`src/rtl/general_register_pkg.sv`:
```
// rtl/general_register_pkg.sv - shared types and access-size decode for the GPR write scheduler
package general_register_pkg;

  typedef logic [2:0] register_index_t;
  typedef logic [3:0] byte_enable_t;

  typedef enum logic [1:0] {
    SIZE_8,
    SIZE_16,
    SIZE_32
  } access_size_e;

  localparam register_index_t REG_EAX = 3'd0;
  localparam register_index_t REG_ECX = 3'd1;
  localparam register_index_t REG_EDX = 3'd2;
  localparam register_index_t REG_EBX = 3'd3;
  localparam register_index_t REG_ESP = 3'd4;
  localparam register_index_t REG_EBP = 3'd5;
  localparam register_index_t REG_ESI = 3'd6;
  localparam register_index_t REG_EDI = 3'd7;

  // A w bit only narrows the access when the instruction actually carries one.
  function automatic access_size_e decode_access_size(input logic w,
                                                      input logic w_in_instruction,
                                                      input logic operand_size_32);
    if (w_in_instruction && !w) return SIZE_8;
    else if (operand_size_32)   return SIZE_32;
    else                        return SIZE_16;
  endfunction

endpackage

```
`src/rtl/general_register_lane_map.sv`:
```
// rtl/general_register_lane_map.sv - maps a reg code and access size onto a physical register, lanes and data
module general_register_lane_map
  import general_register_pkg::*;
(
  input  logic [2:0]      register_code_i,
  input  logic            w_i,
  input  logic            w_in_instruction_i,
  input  logic            operand_size_32_i,
  input  logic [31:0]     data_i,
  output register_index_t index_o,
  output byte_enable_t    byte_enable_o,
  output logic [31:0]     aligned_data_o
);

  access_size_e size;

  always_comb begin
    size           = decode_access_size(w_i, w_in_instruction_i, operand_size_32_i);
    index_o        = register_code_i;
    byte_enable_o  = '0;
    aligned_data_o = '0;
    case (size)
      SIZE_8: begin
        // Codes 4-7 in byte mode are the high bytes of EAX..EBX.
        if (!register_code_i[2]) begin
          byte_enable_o       = 4'b0001;
          aligned_data_o[7:0] = data_i[7:0];
        end else begin
          index_o              = {1'b0, register_code_i[1:0]};
          byte_enable_o        = 4'b0010;
          aligned_data_o[15:8] = data_i[7:0];
        end
      end
      SIZE_16: begin
        byte_enable_o        = 4'b0011;
        aligned_data_o[15:0] = data_i[15:0];
      end
      default: begin
        byte_enable_o  = 4'b1111;
        aligned_data_o = data_i;
      end
    endcase
  end

endmodule

```
`src/rtl/general_register_write_scheduler.sv`:
```
// rtl/general_register_write_scheduler.sv - round-robin arbiter and one-entry write stage for the GPR file
module general_register_write_scheduler
  import general_register_pkg::*;
#(
  parameter int NUM_REQ    = 2,
  parameter int DATA_WIDTH = 32
) (
  input  logic                          clock,
  input  logic                          reset_n,
  input  logic [NUM_REQ-1:0]            req_valid,
  output logic [NUM_REQ-1:0]            req_ready,
  input  logic [3*NUM_REQ-1:0]          req_register_code,
  input  logic [NUM_REQ-1:0]            req_w,
  input  logic [NUM_REQ-1:0]            req_w_in_instruction,
  input  logic [NUM_REQ-1:0]            req_operand_size_32,
  input  logic [DATA_WIDTH*NUM_REQ-1:0] req_data,
  input  logic                          rf_write_stall,
  output logic                          rf_write_enable,
  output logic [2:0]                    rf_write_index,
  output logic [3:0]                    rf_write_byte_enable,
  output logic [DATA_WIDTH-1:0]         rf_write_data,
  input  logic [2:0]                    query_register_code,
  input  logic                          query_w,
  input  logic                          query_w_in_instruction,
  input  logic                          query_operand_size_32,
  output logic                          query_busy
);

  localparam int PTR_W = (NUM_REQ > 2) ? 2 : 1;

  register_index_t       req_index   [NUM_REQ];
  byte_enable_t          req_be      [NUM_REQ];
  logic [DATA_WIDTH-1:0] req_aligned [NUM_REQ];

  for (genvar g = 0; g < NUM_REQ; g++) begin : g_lane
    general_register_lane_map u_lane_map (
      .register_code_i    (req_register_code[3*g +: 3]),
      .w_i                (req_w[g]),
      .w_in_instruction_i (req_w_in_instruction[g]),
      .operand_size_32_i  (req_operand_size_32[g]),
      .data_i             (req_data[DATA_WIDTH*g +: DATA_WIDTH]),
      .index_o            (req_index[g]),
      .byte_enable_o      (req_be[g]),
      .aligned_data_o     (req_aligned[g])
    );
  end

  register_index_t       query_index;
  byte_enable_t          query_be;
  logic [DATA_WIDTH-1:0] query_data_unused;

  general_register_lane_map u_query_lane_map (
    .register_code_i    (query_register_code),
    .w_i                (query_w),
    .w_in_instruction_i (query_w_in_instruction),
    .operand_size_32_i  (query_operand_size_32),
    .data_i             ('0),
    .index_o            (query_index),
    .byte_enable_o      (query_be),
    .aligned_data_o     (query_data_unused)
  );

  logic [PTR_W-1:0]      rr_ptr_q, rr_ptr_d;
  logic                  stage_valid_q, stage_valid_d;
  register_index_t       stage_index_q, stage_index_d;
  byte_enable_t          stage_be_q, stage_be_d;
  logic [DATA_WIDTH-1:0] stage_data_q, stage_data_d;

  logic [NUM_REQ-1:0] grant;
  logic [PTR_W-1:0]   grant_idx;
  logic               grant_found;
  logic               stage_free;
  logic               accept;

  // Two passes give the rotation: first requesters at/after the pointer, then the wrap-around.
  always_comb begin
    grant       = '0;
    grant_idx   = '0;
    grant_found = 1'b0;
    for (int i = 0; i < NUM_REQ; i++) begin
      if (!grant_found && req_valid[i] && (PTR_W'(i) >= rr_ptr_q)) begin
        grant_found = 1'b1;
        grant[i]    = 1'b1;
        grant_idx   = PTR_W'(i);
      end
    end
    for (int i = 0; i < NUM_REQ; i++) begin
      if (!grant_found && req_valid[i] && (PTR_W'(i) < rr_ptr_q)) begin
        grant_found = 1'b1;
        grant[i]    = 1'b1;
        grant_idx   = PTR_W'(i);
      end
    end
  end

  assign stage_free = !stage_valid_q || !rf_write_stall;
  assign accept     = grant_found && stage_free;
  assign req_ready  = grant & {NUM_REQ{stage_free}};

  always_comb begin
    rr_ptr_d      = rr_ptr_q;
    stage_valid_d = stage_valid_q;
    stage_index_d = stage_index_q;
    stage_be_d    = stage_be_q;
    stage_data_d  = stage_data_q;
    if (accept) begin
      rr_ptr_d      = (grant_idx == PTR_W'(NUM_REQ - 1)) ? '0 : grant_idx + 1'b1;
      stage_valid_d = 1'b1;
      stage_index_d = req_index[grant_idx];
      stage_be_d    = req_be[grant_idx];
      stage_data_d  = req_aligned[grant_idx];
    end else if (!rf_write_stall) begin
      stage_valid_d = 1'b0;
    end
  end

  always_ff @(posedge clock or negedge reset_n) begin
    if (!reset_n) begin
      rr_ptr_q      <= '0;
      stage_valid_q <= 1'b0;
      stage_index_q <= '0;
      stage_be_q    <= '0;
      stage_data_q  <= '0;
    end else begin
      rr_ptr_q      <= rr_ptr_d;
      stage_valid_q <= stage_valid_d;
      stage_index_q <= stage_index_d;
      stage_be_q    <= stage_be_d;
      stage_data_q  <= stage_data_d;
    end
  end

  assign rf_write_enable      = stage_valid_q;
  assign rf_write_index       = stage_index_q;
  assign rf_write_byte_enable = stage_be_q;
  assign rf_write_data        = stage_data_q;

  assign query_busy = stage_valid_q && (query_index == stage_index_q) && |(query_be & stage_be_q);

endmodule

```
`config.mk`:
```
export PLATFORM = sky130hd
export DESIGN_NAME = general_register_write_scheduler
export DESIGN_NICKNAME = d
export VERILOG_FILES = /design/src/rtl/general_register_pkg.sv /design/src/rtl/general_register_lane_map.sv /design/src/rtl/general_register_write_scheduler.sv
export SDC_FILE = /design/constraint.sdc
export NUM_CORES = 1
export LEC_CHECK = 0
export ABC_AREA = 0
export ABC_CLOCK_PERIOD_IN_PS = 2400
export BUFFER_PORTS_ARGS = -buffer_cell sky130_fd_sc_hd__clkbuf_2
export CORE_UTILIZATION = 47
export DETAILED_ROUTE_END_ITERATION = 12
export PLACE_DENSITY = 0.94
export SYNTH_ARGS = -nofsm -noshare
export SYNTH_HDL_FRONTEND = slang
export SYNTH_SLANG_ARGS = --single-unit
export TNS_END_PERCENT = 10
```
`constraint.sdc`:
```
create_clock -name clock -period 2.4 [get_ports clock]
set_clock_uncertainty 0.15 [all_clocks]
set_input_delay 0.12 -clock clock [delete_from_list [all_inputs] [get_ports clock]]
set_output_delay 0.12 -clock clock [all_outputs]
set_load 0.05 [all_outputs]
```
==> metrics.md, run 1 <==
| Metric | Value |
|---|---|
| RSZ-0062 raised after global routing | no |
| Clock transition at the registers of the reported paths | 0.08 ns |
| Setup TNS Final | 0 ns |
| Clk_lat worst skew | 0.29 ns |
| Wire length per cell | 16.90 um |
| Slowest CP cell | dlygate4sd3_1 |
| Peak supply drop | 0.4273 mV |
| TritonCTS buffer count | 5 |
| Setup crit end kind | flip-flop |
| Rows | 24 |
| Vias in the first global route | 2,696 |
| Overflow after GRT | 0 |
| Crit path arrival time | 2.32 ns |
| Share of cells above drive strength 1 | 38.55% |
| Port Buffer Count | 129 |
| Synth Warn # | 0 |
| First-pass DRT Iterations | 4 |
| Initial Util | 49.29% |
| Vias per inst | 5.701 |
| Final WL | 7907 um |
| Ports | 130 |
| # clock sinks | 40 |
| Worst Tran Pin Value | 1.062 ns |
| Max-cap violations | 0 |
| Fill cells | 283 |
| Post-route cell area | 3503 um2 |
| GPL Wtd Cong | 0.8180 |
| Most frequent cell after synthesis | nor2_1 |
| Post-synth top cells | 54 x nor2_1, 40 x dfrtp_1, 23 x nand2_1 |
| Core Region | 4384 um2 |
| # DRC | 0 |
| Routed vias | 2,668 |
| Dominant synthesized flop cell | dfrtp_1 |
| Seq cells post-synth | 40 |
| CTS HTree Levels | 2 |
| Top post-synthesis cells by area | dfrtp_1 46%, nor2_1 9.4%, a221oi_2 6.3%, a221oi_1 6.1%, and3_1 4.6% |
| Yosys top cell area share | 46.32% |
| Initial antenna violation count | 0 |
| Worst hold-check path type | in2reg |
| Seq/Total Area, Yosys | 46.32% |
| Die area | 4873 um2 |
| Die X | 69.81 um |
| Pin count of the biggest net entering global routing | 41 |
| Avg Cell Area, Syn | 9.234 um2 |
| CTS tree | yes |
| Final Hold Vio Count | 0 |
| Distinct cells, synth | 33 |
| Relative slew slack | 28.96% |
| Area delta synth->final | 62.13% |
| Status | completed |
| DR iter-0 viols | 208 |
| Fin crit period | 2.241 ns |
| Post-DP HPWL | 4707 um |
| CP required | 2.48 ns |
| Setup CP Type | reg2reg |
| CTS root buf | clkbuf_8 |
| Critical Path Source Type | flip-flop |
| Period utilization | 93.37% |
| Static Leakage | 1.796 nW |
| Final setup fails | 0 |
| Post-synth EDFFs | 0 |
| Critical path's largest stage delay | 0.65 ns |
| FFs w/ async S/R, synth | 100.0% |
| Dominant cell type by area after synthesis | dfrtp_1 |
| Worst Path Max Fanout | 17 |
| Clock Path Buffers | 2 |
| Total GRT Usage | 32.40% |
| Cell Pwr Density | 696.9 nW/um2 |
| NumNets Final | 501 |
| Fmax | 446.3 MHz |
| Mapped Cells | 234 |
| First-pass GRT wire length | 12,330 um |
| Post-DP Area | 2816 um2 |
| Worst path cell trace | nand2b_4, and4_2, a221oi_1, dlygate4sd3_1, nor2_1 |
| Die H | 69.81 um |
| Mapped Nets | 321 |
| Synth Cell Area | 2161 um2 |
| Antenna-violating nets left | 0 |
| Slew Viols, Final | 0 |
-- path summary, 6_finish.rpt --
path	startpoint	endpoint	slack (ns)	cells past startpoint
worst max-delay path	rr_ptr_q	rf_write_data[21]	0.16	5
worst min-delay path	req_data[12]	rf_write_data[12]	0.0008	3
worst max register to register	rr_ptr_q	rf_write_data[21]	0.16	5
worst min register to register	rf_write_data[12]	rf_write_data[12]	0.35	2
max in group asynchronous	reset_n	rf_write_byte_enable[1]	1.48	3
min in group asynchronous	reset_n	rf_write_data[7]	0.26	3
-- cell usage in the layout, fill, tap and decap left out, types with 3 or more instances in the layout --
master         count
dlygate4sd3_1     57
and3_1            16
nor2_1            54
a21oi_1           19
buf_4              5
nand2b_1           3
nand2_1           23
a31oi_1            5
a221oi_1          15
clkbuf_8           5
o221ai_1           8
dfrtp_1           40
clkbuf_2         129
a221oi_2           9
-- registers in the layout (all words and copies together), names as in the netlist --
name	cells
rr_ptr_q	1
rf_write_index	3
rf_write_byte_enable	3
rf_write_enable	1
rf_write_data	32
-- what timing repair did --
action,4_1_cts,5_1_grt
endpoints found under the hold margin,69,0
buffers inserted,0,0
setup endpoints to repair,0,20
gates resized for setup,0,3
hold buffers,57,0
-- routing by layer --
layer  vias to the layer above  track usage [%]  routed length, um
met1                      1259            35.93               2822
met5                         -                0                  0
li1                       1214                -                  -
met3                        33            5.959                637
met4                         0            16.44                276
met2                       162            58.65               4170
-- final cells by class --
| cell class | count | area, um2 | share of cell area, % |
|---|---|---|---|
| inverters | 3 | 11.26 | 0.3214 |
| clock inverters | 2 | 35.03 | 1.000 |
| flip-flops and latches | 40 | 1001 | 28.57 |
| well taps | 52 | 65.06 | 1.857 |
| diodes | 1 | 2.502 | 0.07143 |
| clock buffers | 6 | 72.57 | 2.071 |
| repair buffers | 191 | 1254 | 35.79 |
| multi-input cells | 173 | 1062 | 30.32 |
-- cell families (layout without fill, tap and decap cells) --
group	after synthesis	count (layout)	synth area share [%]
other	0	1	0
AOI/OAI and AO/OA	67	67	25.59
buffers and inverters	21	202	5.327
xor gates and xnor gates	2	2	0.8108
and+or+nand+nor	104	104	21.95
DFF	40	40	46.32
-- metrics by stage --
step	utilization (%)	std cells	hold WS, ns	total power [mW]	worst slack [ns]
2_1_floorplan	-	234	-0.3256	1.511	0.3522
3_3_place_gp	64.24	402	0.05620	1.762	0.5997
3_5_place_dp	64.24	402	0.06335	1.783	0.5546
4_1_cts	79.71	467	0.001160	2.424	0.01562
5_1_grt	79.85	467	0.005633	2.541	0.04933
6_report	79.91	468	0.0007831	2.442	0.1592
-- power breakdown --
group / internal [mW] / switching (mW) / leakage (nW)
Sequential: 0.782 / 0.0770 / 0.474
Clock: 0.309 / 0.232 / 0.0552
Combinational: 0.339 / 0.703 / 1.27
-- critical path: cells and delay by family (launching register included) --
family	cells	cell delay (ns)
AO/OA/AOI/OAI	1	0.16
flip-flops	1	0.43
AND/OR/NAND/NOR	3	0.79
buffers and inverters	1	0.65
No activity file was read; power rests on OpenSTA's default activity.
==> run 2, diff against run 1 <==
ABC_CLOCK_PERIOD_IN_PS = 2800   (was 2400)
clock period = 2.8 ns   (was 2.4 ns; I/O delays follow)
==> metrics.md, run 2 (synthesized netlist as in run 1, its figures left out) <==
| Metric | Value |
|---|---|
| Die X | 69.81 um |
| First-pass DRT Iterations | 5 |
| Rows | 24 |
| Setup TNS Final | 0 ns |
| Antenna-violating nets left | 0 |
| # DRC | 0 |
| Worst Path Max Fanout | 17 |
| First-pass GRT wire length | 11,890 um |
| Clock transition at the registers of the reported paths | 0.09 ns |
| Pin count of the biggest net entering global routing | 41 |
| CTS root buf | clkbuf_8 |
| Share of cells above drive strength 1 | 38.18% |
| # clock sinks | 40 |
| Worst Tran Pin Value | 1.016 ns |
| Internal Pwr Total | 1.215 mW |
| Switching Share | 42.19% |
| Period utilization | 88.88% |
| Static Leakage | 1.772 nW |
| Cell Pwr Density | 614.8 nW/um2 |
| Hold WS | -0.001148 ns |
| DR iter-0 viols | 258 |
| Wire length per cell | 16.49 um |
| Worst hold-check path type | in2reg |
| Commonest non-fill, non-tap cell in the layout | clkbuf_2 |
| Fin crit period | 2.489 ns |
| GPL Wtd Cong | 0.8237 |
| Final setup fails | 0 |
| Total GRT Usage | 30.80% |
| Setup CP Type | reg2reg |
| Clock Path Buffers | 2 |
| Relative slew slack | 32.03% |
| Final Hold Vio Count | 1 |
| Sequential Power Share | 35.2% |
| Crit path arrival time | 2.57 ns |
| Ports | 130 |
| Core Region | 4384 um2 |
| Initial antenna violation count | 0 |
| Clk_lat worst skew | 0.29 ns |
| CTS HTree Levels | 2 |
| Final core utilization | 78.00% |
| Setup bufs post-CTS | 0 |
| Status | finished, violations left |
| Vias per inst | 5.786 |
| Clock Power Share | 23.2% |
| Initial Util | 49.29% |
| Setup crit end kind | flip-flop |
| Critical Path Source Type | flip-flop |
| Vias in the first global route | 2,562 |
| Overflow after GRT | 0 |
| Post-DP HPWL | 4726 um |
| Power share of the combinational group | 41.6% |
| Routed vias | 2,650 |
| Most frequent cells in the layout | 129 x clkbuf_2, 54 x nor2_1, 51 x dlygate4sd3_1 |
| Die H | 69.81 um |
| RSZ-0062 raised after global routing | no |
| Slew Viols, Final | 0 |
| TritonCTS buffer count | 5 |
| Max-cap violations | 0 |
| Final WL | 7553 um |
| Peak supply drop | 0.5329 mV |
| CP required | 2.89 ns |
| NumNets Final | 492 |
| CTS tree | yes |
| Max FFs per register | 32 |
| Area delta synth->final | 58.25% |
| P_sw | 0.8870 mW |
| Die area | 4873 um2 |
| Port Buffer Count | 129 |
| Antenna diodes | 0 |
| Failing checks | hold timing |
| Fmax | 401.8 MHz |
## run 2: changes by cell type in the layout (fill, tap and decap cells not counted), sizes merged
cell,delta
buf,-3
clkbuf,-1
clkinv,-1
clkinvlp,+1
diode,-1
dlygate4sd3,-6
inv,+1
## run 2: final cells by class
class                   count  area (um2)
repair buffers            182        1171
flip-flops and latches     40        1001
clock buffers               5       68.82
clock inverters             3       46.29
multi-input cells         173        1056
inverters                   3       11.26
well taps                  52       65.06
fillers                   284       964.7
## run 2: per-stage QoR
stage / cell area [um2] / power [mW] / instances / worst slack [ns] / hold WS [ns]
floorplan: 2161 / 1.295 / 234 / 0.7322 / -0.3056
global route: 3420 / 2.184 / 458 / 0.2471 / 0.01648
finish: 3420 / 2.102 / 458 / 0.3114 / -0.001148
CTS: 3420 / 2.080 / 458 / 0.3755 / 0.001345
detailed placement: 2794 / 1.523 / 399 / 0.8947 / 0.2070
global placement: 2794 / 1.507 / 399 / 0.9801 / 0.1927
## run 2: final timing paths
kind	from	endpoint	slack (ns)	depth (start not counted)
setup / recovery	rr_ptr_q	rf_write_data[20]	0.31	5
setup reg to reg	rr_ptr_q	rf_write_data[20]	0.31	5
min in group asynchronous	reset_n	rf_write_data[17]	0.37	2
hold / removal	req_data[4]	rf_write_data[4]	-0.001	3
hold reg to reg	rf_write_data[13]	rf_write_data[13]	0.37	2
max in group asynchronous	reset_n	rf_write_byte_enable[0]	1.50	2
## run 2: power by group through the flow
stage / logic (mW) / clock network, mW / registers [mW]
after CTS: 0.859 / 0.485 / 0.736
final: 0.875 / 0.488 / 0.739
after global placement: 0.766 / 0 / 0.740
after global routing: 0.919 / 0.516 / 0.749
after floorplan: 0.241 / 0 / 1.05
after detailed placement: 0.777 / 0 / 0.746
## run 2: repair_timing
item,4_1_cts,5_1_grt
hold buffers,51,0
endpoints found under the hold margin,65,0
gates resized for setup,0,0
## run 2: worst max-delay path, cell delays in order, from the launching register on
cell and delay (ns):
dfrtp_1 0.45, nand2b_4 0.19, and4_1 0.73, a221oi_1 0.17, dlygate4sd3_1 0.63, nor2_1 0.12
## run 2: layer usage
layer	routed length, um	vias to the layer above	track usage [%]
met2	3902	166	54.49
met1	2822	1271	37.19
met5	0	-	0
li1	-	1196	-
met3	652	17	5.523
met4	176	0	11.33
